`config.mk`:
```
export PLATFORM = sky130hd
export DESIGN_NAME = hex_display_scheduler_flat
export DESIGN_NICKNAME = d
export VERILOG_FILES = /design/src/rtl/hex_display_scheduler_pkg.sv /design/src/rtl/hex_display_scheduler_if.sv /design/src/rtl/hex_display_scheduler_rr_arbiter.sv /design/src/rtl/hex_display_scheduler.sv /design/src/flat_wrapper.sv
export SDC_FILE = /design/constraint.sdc
export NUM_CORES = 1
export LEC_CHECK = 0
export ABC_AREA = 0
export BUFFER_PORTS_ARGS = -buffer_cell sky130_fd_sc_hd__buf_2
export CAP_MARGIN = 20
export CORE_MARGIN = 2
export CORE_UTILIZATION = 51
export CTS_CLUSTER_SIZE = 28
export DETAILED_ROUTE_END_ITERATION = 8
export PLACE_DENSITY = 0.81
export SETUP_SLACK_MARGIN = 0.02
export SYNTH_ARGS = -nofsm -noshare
export SYNTH_HDL_FRONTEND = slang
export SYNTH_SLANG_ARGS = --single-unit
```
`constraint.sdc`:
```
create_clock -name CLOCK_50 -period 3.4 [get_ports CLOCK_50]
set_input_delay 0.68 -clock CLOCK_50 [delete_from_list [all_inputs] [get_ports CLOCK_50]]
set_output_delay 0.68 -clock CLOCK_50 [all_outputs]
set_load 0.005 [all_outputs]
```
`src/rtl/hex_display_scheduler_pkg.sv`:
```
// Shared constants for the HEX display scheduler: default geometry, active-low
// 7-segment patterns (bit 6 = g ... bit 0 = a) and the nibble decoder.
package hex_sched_pkg;

    localparam int NREQ_DEF   = 4;
    localparam int NDIG_DEF   = 8;
    localparam int DIG_W_DEF  = 3;
    localparam int TICK_W_DEF = 25;

    localparam logic [6:0] SEG_BLANK = 7'h7F;
    localparam logic [6:0] SEG_0     = 7'h40;
    localparam logic [6:0] SEG_1     = 7'h79;
    localparam logic [6:0] SEG_2     = 7'h24;
    localparam logic [6:0] SEG_3     = 7'h30;
    localparam logic [6:0] SEG_4     = 7'h19;
    localparam logic [6:0] SEG_5     = 7'h12;
    localparam logic [6:0] SEG_6     = 7'h02;
    localparam logic [6:0] SEG_7     = 7'h78;
    localparam logic [6:0] SEG_8     = 7'h00;
    localparam logic [6:0] SEG_9     = 7'h10;
    localparam logic [6:0] SEG_A     = 7'h08;
    localparam logic [6:0] SEG_B     = 7'h03;
    localparam logic [6:0] SEG_C     = 7'h46;
    localparam logic [6:0] SEG_D     = 7'h21;
    localparam logic [6:0] SEG_E     = 7'h06;
    localparam logic [6:0] SEG_F     = 7'h0E;

    function automatic logic [6:0] nibble_to_seg(input logic [3:0] nib, input logic blank);
        logic [6:0] seg;
        case (nib)
            4'h0:    seg = SEG_0;
            4'h1:    seg = SEG_1;
            4'h2:    seg = SEG_2;
            4'h3:    seg = SEG_3;
            4'h4:    seg = SEG_4;
            4'h5:    seg = SEG_5;
            4'h6:    seg = SEG_6;
            4'h7:    seg = SEG_7;
            4'h8:    seg = SEG_8;
            4'h9:    seg = SEG_9;
            4'hA:    seg = SEG_A;
            4'hB:    seg = SEG_B;
            4'hC:    seg = SEG_C;
            4'hD:    seg = SEG_D;
            4'hE:    seg = SEG_E;
            default: seg = SEG_F;
        endcase
        return blank ? SEG_BLANK : seg;
    endfunction

endpackage

```
`src/rtl/hex_display_scheduler_if.sv`:
```
// Requester-side write port of the HEX display scheduler: per-requester
// (digit, nibble, blank) records with a req/ack handshake.
interface hex_display_scheduler_if
    import hex_sched_pkg::*;
#(
    parameter int NREQ  = NREQ_DEF,
    parameter int DIG_W = DIG_W_DEF
);
    logic [NREQ-1:0]       req;
    logic [NREQ*DIG_W-1:0] req_digit;
    logic [NREQ*4-1:0]     req_value;
    logic [NREQ-1:0]       req_blank;
    logic [NREQ-1:0]       ack;

    modport master (
        output req,
        output req_digit,
        output req_value,
        output req_blank,
        input  ack
    );

    modport slave (
        input  req,
        input  req_digit,
        input  req_value,
        input  req_blank,
        output ack
    );
endinterface

```
`src/rtl/hex_display_scheduler_rr_arbiter.sv`:
```
// Round-robin arbiter: combinational one-hot grant scanning upward from a
// pointer that moves just past the winner whenever advance is high.
module rr_arbiter #(
    parameter int N = 4
) (
    input  logic         clk,
    input  logic         rst,
    input  logic [N-1:0] req,
    input  logic         advance,
    output logic [N-1:0] grant
);
    localparam int PTR_W = (N > 1) ? $clog2(N) : 1;

    logic [PTR_W-1:0] ptr_reg;
    logic [PTR_W-1:0] ptr_next;
    logic             found;
    int               idx;

    always_comb begin
        grant    = '0;
        ptr_next = ptr_reg;
        found    = 1'b0;
        idx      = 0;
        for (int k = 0; k < N; k++) begin
            idx = int'(ptr_reg) + k;
            if (idx >= N) begin
                idx = idx - N;
            end
            if (!found && req[idx]) begin
                found      = 1'b1;
                grant[idx] = 1'b1;
                ptr_next   = (idx == N - 1) ? '0 : PTR_W'(idx + 1);
            end
        end
        if (!advance) begin
            ptr_next = ptr_reg;
        end
    end

    always_ff @(posedge clk or posedge rst) begin
        if (rst) begin
            ptr_reg <= '0;
        end else begin
            ptr_reg <= ptr_next;
        end
    end
endmodule

```
`src/rtl/hex_display_scheduler.sv`:
```
// Shares an NDIG-digit HEX display between NREQ requesters via a shadow store
// refreshed to the panel on a divider tick. Optional disp_seg: HEX_SEG_DECODE_EN.
module hex_display_scheduler
    import hex_sched_pkg::*;
#(
    parameter int NREQ   = NREQ_DEF,
    parameter int NDIG   = NDIG_DEF,
    parameter int DIG_W  = DIG_W_DEF,
    parameter int TICK_W = TICK_W_DEF
) (
    input  logic                  CLOCK_50,
    input  logic                  RESET,
    hex_display_scheduler_if.slave bus,
    output logic                  tick,
    output logic [NDIG*4-1:0]     disp_value,
`ifdef HEX_SEG_DECODE_EN
    output logic [NDIG*7-1:0]     disp_seg,
`endif
    output logic [NDIG-1:0]       disp_blank
);
    logic [NREQ-1:0]   req_eff;
    logic [NREQ-1:0]   grant;
    logic              wr_en;
    logic [DIG_W-1:0]  wr_digit;
    logic [3:0]        wr_value;
    logic              wr_blank;
    logic [TICK_W-1:0] tick_cnt_reg;
    logic              tick_reg;
    logic              tick_wrap;

    // Requests are masked while RESET is high so ack drops immediately.
    assign req_eff = RESET ? '0 : bus.req;

    rr_arbiter #(
        .N(NREQ)
    ) u_arb (
        .clk     (CLOCK_50),
        .rst     (RESET),
        .req     (req_eff),
        .advance (|req_eff),
        .grant   (grant)
    );

    assign bus.ack = grant;
    assign wr_en   = |grant;

    always_comb begin
        wr_digit = '0;
        wr_value = '0;
        wr_blank = 1'b0;
        for (int r = 0; r < NREQ; r++) begin
            if (grant[r]) begin
                wr_digit = bus.req_digit[r*DIG_W +: DIG_W];
                wr_value = bus.req_value[r*4 +: 4];
                wr_blank = bus.req_blank[r];
            end
        end
    end

    assign tick_wrap = &tick_cnt_reg;

    always_ff @(posedge CLOCK_50 or posedge RESET) begin
        if (RESET) begin
            tick_cnt_reg <= '0;
            tick_reg     <= 1'b0;
        end else begin
            tick_cnt_reg <= tick_cnt_reg + 1'b1;
            tick_reg     <= tick_wrap;
        end
    end

    assign tick = tick_reg;

    genvar gi;
    generate
        for (gi = 0; gi < NDIG; gi++) begin : g_digit
            logic [3:0] shadow_value_reg;
            logic       shadow_blank_reg;
            logic [3:0] disp_value_reg;
            logic       disp_blank_reg;
            logic       hit;

            assign hit = wr_en && (wr_digit == DIG_W'(gi));

            // Display copies the pre-write shadow when a write lands on a tick edge.
            always_ff @(posedge CLOCK_50 or posedge RESET) begin
                if (RESET) begin
                    shadow_value_reg <= 4'h0;
                    shadow_blank_reg <= 1'b1;
                    disp_value_reg   <= 4'h0;
                    disp_blank_reg   <= 1'b1;
                end else begin
                    if (tick_wrap) begin
                        disp_value_reg <= shadow_value_reg;
                        disp_blank_reg <= shadow_blank_reg;
                    end
                    if (hit) begin
                        if (wr_blank) begin
                            shadow_blank_reg <= 1'b1;
                        end else begin
                            shadow_value_reg <= wr_value;
                            shadow_blank_reg <= 1'b0;
                        end
                    end
                end
            end

            assign disp_value[gi*4 +: 4] = disp_value_reg;
            assign disp_blank[gi]        = disp_blank_reg;

`ifdef HEX_SEG_DECODE_EN
            logic [6:0] disp_seg_reg;

            always_ff @(posedge CLOCK_50 or posedge RESET) begin
                if (RESET) begin
                    disp_seg_reg <= SEG_BLANK;
                end else if (tick_wrap) begin
                    disp_seg_reg <= nibble_to_seg(shadow_value_reg, shadow_blank_reg);
                end
            end

            assign disp_seg[gi*7 +: 7] = disp_seg_reg;
`endif
        end
    endgenerate
endmodule
```
`src/flat_wrapper.sv`:
```
// flat-port wrapper written by rule: the top's interface ports become plain ports
module hex_display_scheduler_flat import hex_sched_pkg::*;
#(
    parameter int NREQ   = NREQ_DEF,
    parameter int NDIG   = NDIG_DEF,
    parameter int DIG_W  = DIG_W_DEF,
    parameter int TICK_W = TICK_W_DEF
)
  (CLOCK_50, RESET, tick, disp_value, disp_blank, bus_req, bus_req_digit, bus_req_value, bus_req_blank, bus_ack);
  hex_display_scheduler_if #(.NREQ(NREQ), .DIG_W(DIG_W)) bus_i ();
  input  logic CLOCK_50;
  input  logic RESET;
  output logic tick;
  output logic [NDIG*4-1:0] disp_value;
  output logic [NDIG-1:0] disp_blank;
  input wire logic [$bits(bus_i.req)-1:0] bus_req;
  input wire logic [$bits(bus_i.req_digit)-1:0] bus_req_digit;
  input wire logic [$bits(bus_i.req_value)-1:0] bus_req_value;
  input wire logic [$bits(bus_i.req_blank)-1:0] bus_req_blank;
  output wire logic [$bits(bus_i.ack)-1:0] bus_ack;
  assign bus_i.req = bus_req;
  assign bus_i.req_digit = bus_req_digit;
  assign bus_i.req_value = bus_req_value;
  assign bus_i.req_blank = bus_req_blank;
  assign bus_ack = bus_i.ack;
  hex_display_scheduler #(.NREQ(NREQ), .NDIG(NDIG), .DIG_W(DIG_W), .TICK_W(TICK_W)) u_core (.CLOCK_50(CLOCK_50), .RESET(RESET), .bus(bus_i), .tick(tick), .disp_value(disp_value), .disp_blank(disp_blank));
endmodule
```
After elaboration in Yosys (flattened, before gate mapping)
Cells that the tools add are included.
W data, S select, Z words.
{"block": "word_totals", "ff_bits": 108, "input_bits": 38, "output_inout_bits": 45, "elab_cells": 159}
{"block": "classes", "addsub": 12, "order_cmp": 12, "eq_ne": 11, "n_mux": 53, "bitwise_logic": 4, "reduce_logical": 32}
{"op": "$eq A32 B3 Y1 const B", "n": 4}
{"op": "$ge A32 B1 Y1 const B", "n": 4}
{"op": "$lt A32 B4 Y1 const B", "n": 4}
{"op": "$mux W32", "n": 4}
{"op": "$mux W4", "n": 9}
{"op": "$add A25 B1 Y25 const B", "n": 1}
{"op": "$reduce_and A25 Y1", "n": 1}
{"op": "$mux W1", "n": 20}
{"op": "$reduce_and A2 Y1", "n": 9}
{"op": "$mux W2", "n": 8}
{"op": "$logic_and A1 B1 Y1", "n": 15}
{"op": "$eq A3 B3 Y1 const B", "n": 4}
{"op": "$mux W3", "n": 4}
{"op": "$or A4 B4 Y4", "n": 3}
{"op": "$sub A3 B3 Y4 const B", "n": 3}
{"op": "$ge A3 B3 Y1 const B", "n": 3}
{"op": "$add A2 B2 Y2 const B", "n": 4}
{"op": "$bmux W1 S2", "n": 4}
{"op": "$demux W1 S2", "n": 4}
{"op": "$reduce_or A4 Y1", "n": 2}
{"op": "$add A2 B2 Y3 const B", "n": 2}
{"op": "$eq A3 B2 Y1 const B", "n": 2}
{"op": "$reduce_bool A4 Y1", "n": 1}
{"op": "$sub A2 B3 Y4 const B", "n": 1}
{"op": "6 further kinds", "n": 8}

Logic depth before layout (Yosys ltp)
{"block": "depth", "ltp_word": 22, "ltp_mapped": 15, "ltp_nobuf": 11}

By module
Synthesis repeated with hierarchy kept, for this count alone.
{"block": "unflattened", "hier_cells": 407, "area_unflattened_um2": 5606.6}
{"mod": "hex_display_scheduler", "n_inst": 1, "cells_per_inst": 337, "area_per_inst_um2": 4958.5, "seq_area_each_um2": 2672.6}
{"mod": "rr_arbiter", "n_inst": 1, "cells_per_inst": 70, "area_per_inst_um2": 648.1, "seq_area_each_um2": 50.0}

Worst setup path before layout
No wires, ideal clock.
{"block": "synth_timing", "kind": "reg2reg", "startpoint": "register u_core.u_arb.ptr_reg[0]", "endpoint": "register u_core.g_digit[6].shadow_value_reg[3]", "setup_time_ns": 0.125, "arrival_ns": 3.523, "t_required_ns": 3.275, "slack_ns": -0.247, "stages_incl_launch_ff": 16, "path_buffers": 4, "period_less_slack_ns": 3.647, "cell_sequence": "dfrtp_1 buf_6 buf_2 inv_1 ha_1 buf_2 nor3b_1 o21ai_0 a21oi_1 nor4_4 inv_4 a311o_1 a22o_1 buf_6 nand4_4 mux2_2"}
{"block": "synth_between", "elab_cells_between_ends": 80, "cone_classes": "add/sub (7); order compare (12); eq/ne (1); mux (43); bitwise (4); reduce/logical (13)"}
{"item": "start: declaration", "line_no": "hex_display_scheduler_rr_arbiter.sv:14", "source": "logic [PTR_W-1:0] ptr_reg;"}
{"item": "start signal: assignment", "line_no": "hex_display_scheduler_rr_arbiter.sv:44", "source": "ptr_reg <= ptr_next;"}
{"item": "parallel branches: the longest is 14 deep, another holds $ge A32 B1 Y1"}
{"item": "$mux W4 *", "line_no": "hex_display_scheduler_rr_arbiter.sv:29", "source": "if (!found && req[idx]) begin"}
{"item": "named net bus_ack[2]", "line_no": "flat_wrapper.sv:20", "source": "output wire logic [$bits(bus_i.ack)-1:0] bus_ack;"}
{"item": "$mux W3 (2 in a row)", "line_no": "hex_display_scheduler.sv:52", "source": "if (grant[r]) begin"}
{"item": "$eq A3 B3 Y1", "line_no": "hex_display_scheduler.sv:83", "source": "assign hit = wr_en && (wr_digit == DIG_W'(gi));"}
{"item": "$logic_and A1 B1 Y1", "line_no": "hex_display_scheduler.sv:83"}
{"item": "$reduce_and A2 Y1 (no line)"}
{"item": "end signal: assignment", "line_no": "hex_display_scheduler.sv:101", "source": "shadow_value_reg <= wr_value;"}
{"item": "end: declaration", "line_no": "hex_display_scheduler.sv:77", "source": "logic [3:0] shadow_value_reg;"}
Mark *: on every way through the listed nets, which the timed path passes. The select of a mux whose other input is x is not followed.
A chain may end at the register's enable or synchronous reset.

Worst setup path in the final report
{"block": "layout_timing", "startpoint": "register u_core.u_arb.ptr_reg[1]", "endpoint": "output port bus_ack[3]"}
{"block": "layout_between", "elab_chain_cells": 15, "elab_cells_between_ends": 63, "cone_classes": "add/sub (7); order compare (12); mux (31); bitwise (3); reduce/logical (10)"}
{"item": "parallel branches: the longest is 14 deep, another holds $ge A32 B1 Y1"}
{"item": "$mux W4 *", "line_no": "hex_display_scheduler_rr_arbiter.sv:29"}
{"item": "end: declaration", "line_no": "flat_wrapper.sv:20"}
Mark *: on every way between the ends. The select of a mux whose other input is x is not followed.

==> results by group <==
Floorplanning
  • Die Span Y: about 110 µm
  • Core Box Area: 10300 µm²
  • Die area: 11400 µm²
  • Die span in x: about 110 µm
  • Initial Util: 52.4%
  • Io pins: 83
  • Site Rows: 37

Clock tree
  • TritonCTS Sinks: 108
  • TritonCTS clock tree: built
  • Clk buf depth: 2
  • Worst-path clk slew: 0.10 ns
  • Root buffer cell: clkbuf_8
  • # hold bufs at CTS: 0
  • H-tree levels: 3
  • TritonCTS buffer count: 9
  • Clock Latency Late Sink: 0.37 ns

Pwr
  • Leak: 3.38 nW
  • NetSw: 2.16 mW
  • Net Sw Frac: 38.6%
  • Pwr Total: approximately 5.6 mW
  • Clock power frac: a little over an eighth
  • Logic gate share of total power: 56.7%
  • Worst vdd ir: 600 µV
  • Sequential share of power: a little under a third
  • Power Density: 835 nW/µm²
  • Int Power: 3.42 mW

Logic synthesis
  • Synth Area per Inst: roughly 11 µm²
  • Synth Register Bits: 108
  • Synth cell types: 76
  • Synth Warn #: 0
  • Syn nets: 546
  • Post-synthesis sequential area ratio: 50.3%
  • Mapped Area: 5410 µm²
  • Post-synth top flop: dfrtp_1
  • Async S/R FF share, synth: 100%
  • EDFF count, synth: 0
  • Post-synthesis cell count: 500

Setup path
  • FF-to-FF path depth: 11
  • CP Class: reg -> out
  • Crit path from: u_core.u_arb.ptr_reg[1]$_DFFE_PP0P_
  • Crit. End Element: primary output
  • CP startpoint kind: flip-flop
  • FF-to-FF Start: u_core.u_arb.ptr_reg[1]$_DFFE_PP0P_
  • R2R Path End: u_core.g_digit[4].shadow_value_reg[0]$_DFFE_PP0P_
  • Critical Path AT: 2.63 ns
  • Worst setup path endpoint: bus_ack[3]
  • Worst path required time: 2.72 ns
  • CP max FO: 7
  • R2R Setup Slk: 0.14 ns

Cells and area
  • Area growth, synth to finish: 23.6%
  • Final non-filler cell total: 774
  • N_diodes: 0
  • Multi-input logic area: 2570 µm²
  • Final instance area: 6690 µm²
  • Fraction of layout cells with a size suffix above 1: between 40 and 50%
  • Reg area: 2730 µm²
  • FILL cells: approximately 770
  • Nets: 679

Route
  • Vias: roughly 4200
  • DRC violations left: 0
  • Vias per Instance: approximately 5.4
  • Average wire per standard cell: 15.7 µm
  • Initial DRC Count: 291
  • DR pass1 iterations: 4
  • Remaining antenna violation count: 0
  • Routed WL: 12200 µm

Global routing
  • Global-route wire length before repair: between 20000 and 25000 µm
  • Largest net degree at the start of global routing: 47
  • Initial antenna violation count: 0
  • Vias in the first global route: 4089
  • Total grt overflow: 0
  • GRT Total Usage: between 20 and 25%

Worst hold path
  • Hold Path Class: reg -> reg

Placement
  • Worst slack, placed: -0.137 ns
  • IO buf count: 82
  • Post-DP HPWL: 8900 µm
  • GPL Wtd Cong: 0.912
  • Placed insts: 741
  • Placed Area: 6280 µm²

STA
  • Unrepaired setup endpoints after global routing: true
  • Pins Over Slew Limit: 0
  • Final Hold Fails: 0
  • Maximum clock rate: 302 MHz
  • Finish-stage setup viols: 0
  • Setup ws final: 0.0906 ns
  • Fin crit share: roughly 97%
  • Clock skew: ~0.013 ns
  • Worst slew pin tran: just under 0.7 ns
  • Minimum clock period: around 3.3 ns
  • Worst relative slew slack: 54.0%

Outcome
  • Status: complete, no violations

Run
  • Max_cap viols: 0
per-stage QoR:
step	hold slack (ns)	TNS (ns)	util, %
floorplan	0.435	0	-
global placement	0.443	-0.851	60.8
detailed placement	0.444	-3.21	60.8
CTS	0.459	0	62.9
global route	0.479	-0.00667	64.8
finish	0.456	0	64.8
critical path, stage by stage, from the launching register on:
cell and delay [ns]:
dfrtp_2 0.44, buf_6 0.12, and4bb_2 0.21, or4_4 0.54, and2_4 0.19, a221oi_4 0.29, buf_6 0.18, inv_8 0.05
buf_6 0.12, buf_6 0.11
Yosys cell counts (3+ instances only):
cell / number / share of area (%)
inv_1: 13 / 0.90
o21a_1: 9 / 1.2
mux2_2: 29 / 6.0
o21ai_0: 13 / 1.2
nor3b_1: 5 / 0.69
nor2_1: 6 / 0.42
nand4_1: 7 / 0.81
a21oi_1: 3 / 0.28
xor2_1: 4 / 0.65
dfstp_2: 16 / 7.8
nand3_1: 14 / 1.3
mux2_1: 5 / 1.0
and2_1: 4 / 0.46
o21ai_1: 4 / 0.37
nand4_4: 6 / 2.4
nor3_1: 4 / 0.37
nand2b_1: 3 / 0.35
mux2i_1: 7 / 1.3
nand2_1: 133 / 9.2
nor4b_1: 3 / 0.49
ha_1: 8 / 1.9
buf_6: 3 / 0.62
nor4_1: 4 / 0.46
dfrtp_1: 92 / 43
xnor2_1: 19 / 3.1
clkbuf_1: 9 / 0.62
buf_4: 9 / 1.2
a221oi_1: 4 / 0.65
and3_1: 8 / 0.93
power by group through the flow:
stage | logic (mW) | registers, mW | clock network, mW
floorplan | 1.94 | 1.63 | 0
global placement | 2.67 | 1.69 | 0
detailed placement | 2.78 | 1.70 | 0
CTS | 2.83 | 1.67 | 0.757
global route | 3.39 | 1.70 | 0.812
finish | 3.16 | 1.68 | 0.741
per-layer routing:
layer	wire length [µm]	up-vias	global-route usage, %
li1	-	1998	-
met2	5920	117	36.8
met5	0	-	0
met1	5380	2052	29.3
met3	585	25	3.71
met4	280	0	8.35
final cells by class:
class	count	area share, %
Tap cell	136	2.54
Timing Repair Buffer	146	14.3
Sequential cell	108	40.8
Multi-Input combinational cell	353	38.4
Clock buffer	12	2.32
Inverter	15	1.12
Clock inverter	4	0.487
worst min path at each step:
stage                                                        end                                         start  cells past startpoint  slack [ns]
floorplan           u_core.g_digit[1].disp_blank_reg$_DFFE_PP1P_  u_core.g_digit[1].disp_blank_reg$_DFFE_PP1P_                      2        0.43
global placement    u_core.g_digit[4].disp_blank_reg$_DFFE_PP1P_  u_core.g_digit[4].disp_blank_reg$_DFFE_PP1P_                      2        0.44
detailed placement  u_core.g_digit[7].disp_blank_reg$_DFFE_PP1P_  u_core.g_digit[7].disp_blank_reg$_DFFE_PP1P_                      2        0.44
CTS                 u_core.g_digit[6].disp_blank_reg$_DFFE_PP1P_  u_core.g_digit[6].disp_blank_reg$_DFFE_PP1P_                      2        0.46
global route        u_core.g_digit[6].disp_blank_reg$_DFFE_PP1P_  u_core.g_digit[6].disp_blank_reg$_DFFE_PP1P_                      2        0.48
finish              u_core.g_digit[6].disp_blank_reg$_DFFE_PP1P_  u_core.g_digit[6].disp_blank_reg$_DFFE_PP1P_                      2        0.46
cells in the final DEF (no fill, tap or decap), types with 3 or more instances in the layout:
master and n:
mux2i_1 6, nor4_1 3, clkinvlp_4 3, nand4_4 6, nor3_1 4, dfrtp_1 90
clkbuf_8 11, nand2_1 133, nand4_1 7, a221oi_1 4, o21ai_0 9, xor2_1 4
nand3_1 13, ha_1 7, o21a_1 9, inv_4 3, mux2_1 5, xnor2_1 19
buf_12 4, buf_4 57, inv_1 9, and3_1 8, nor4b_1 3, nor2_1 6
o21ai_1 6, a21oi_1 3, and2_1 4, dfstp_2 16, mux2_2 28, nand2b_1 3
buf_2 81, buf_6 4
cell families after synthesis:
| family | synth area share [%] |
|---|---|
| muxes | 8.37 |
| AOI/OAI and AO/OA | 10.0 |
| buffers and inverters | 3.84 |
| and+or+nand+nor | 21.8 |
| adders and majority gates | 1.85 |
| xor gates and xnor gates | 3.72 |
| DFF | 50.3 |
what timing repair did:
action                                  4_1_cts  5_1_grt
setup buffers                                 3       14
pin swaps                                     0       10
endpoints found under the setup margin       20       31
gates resized for setup                       3       20
Note: power is estimated with default switching activity, not from simulation.
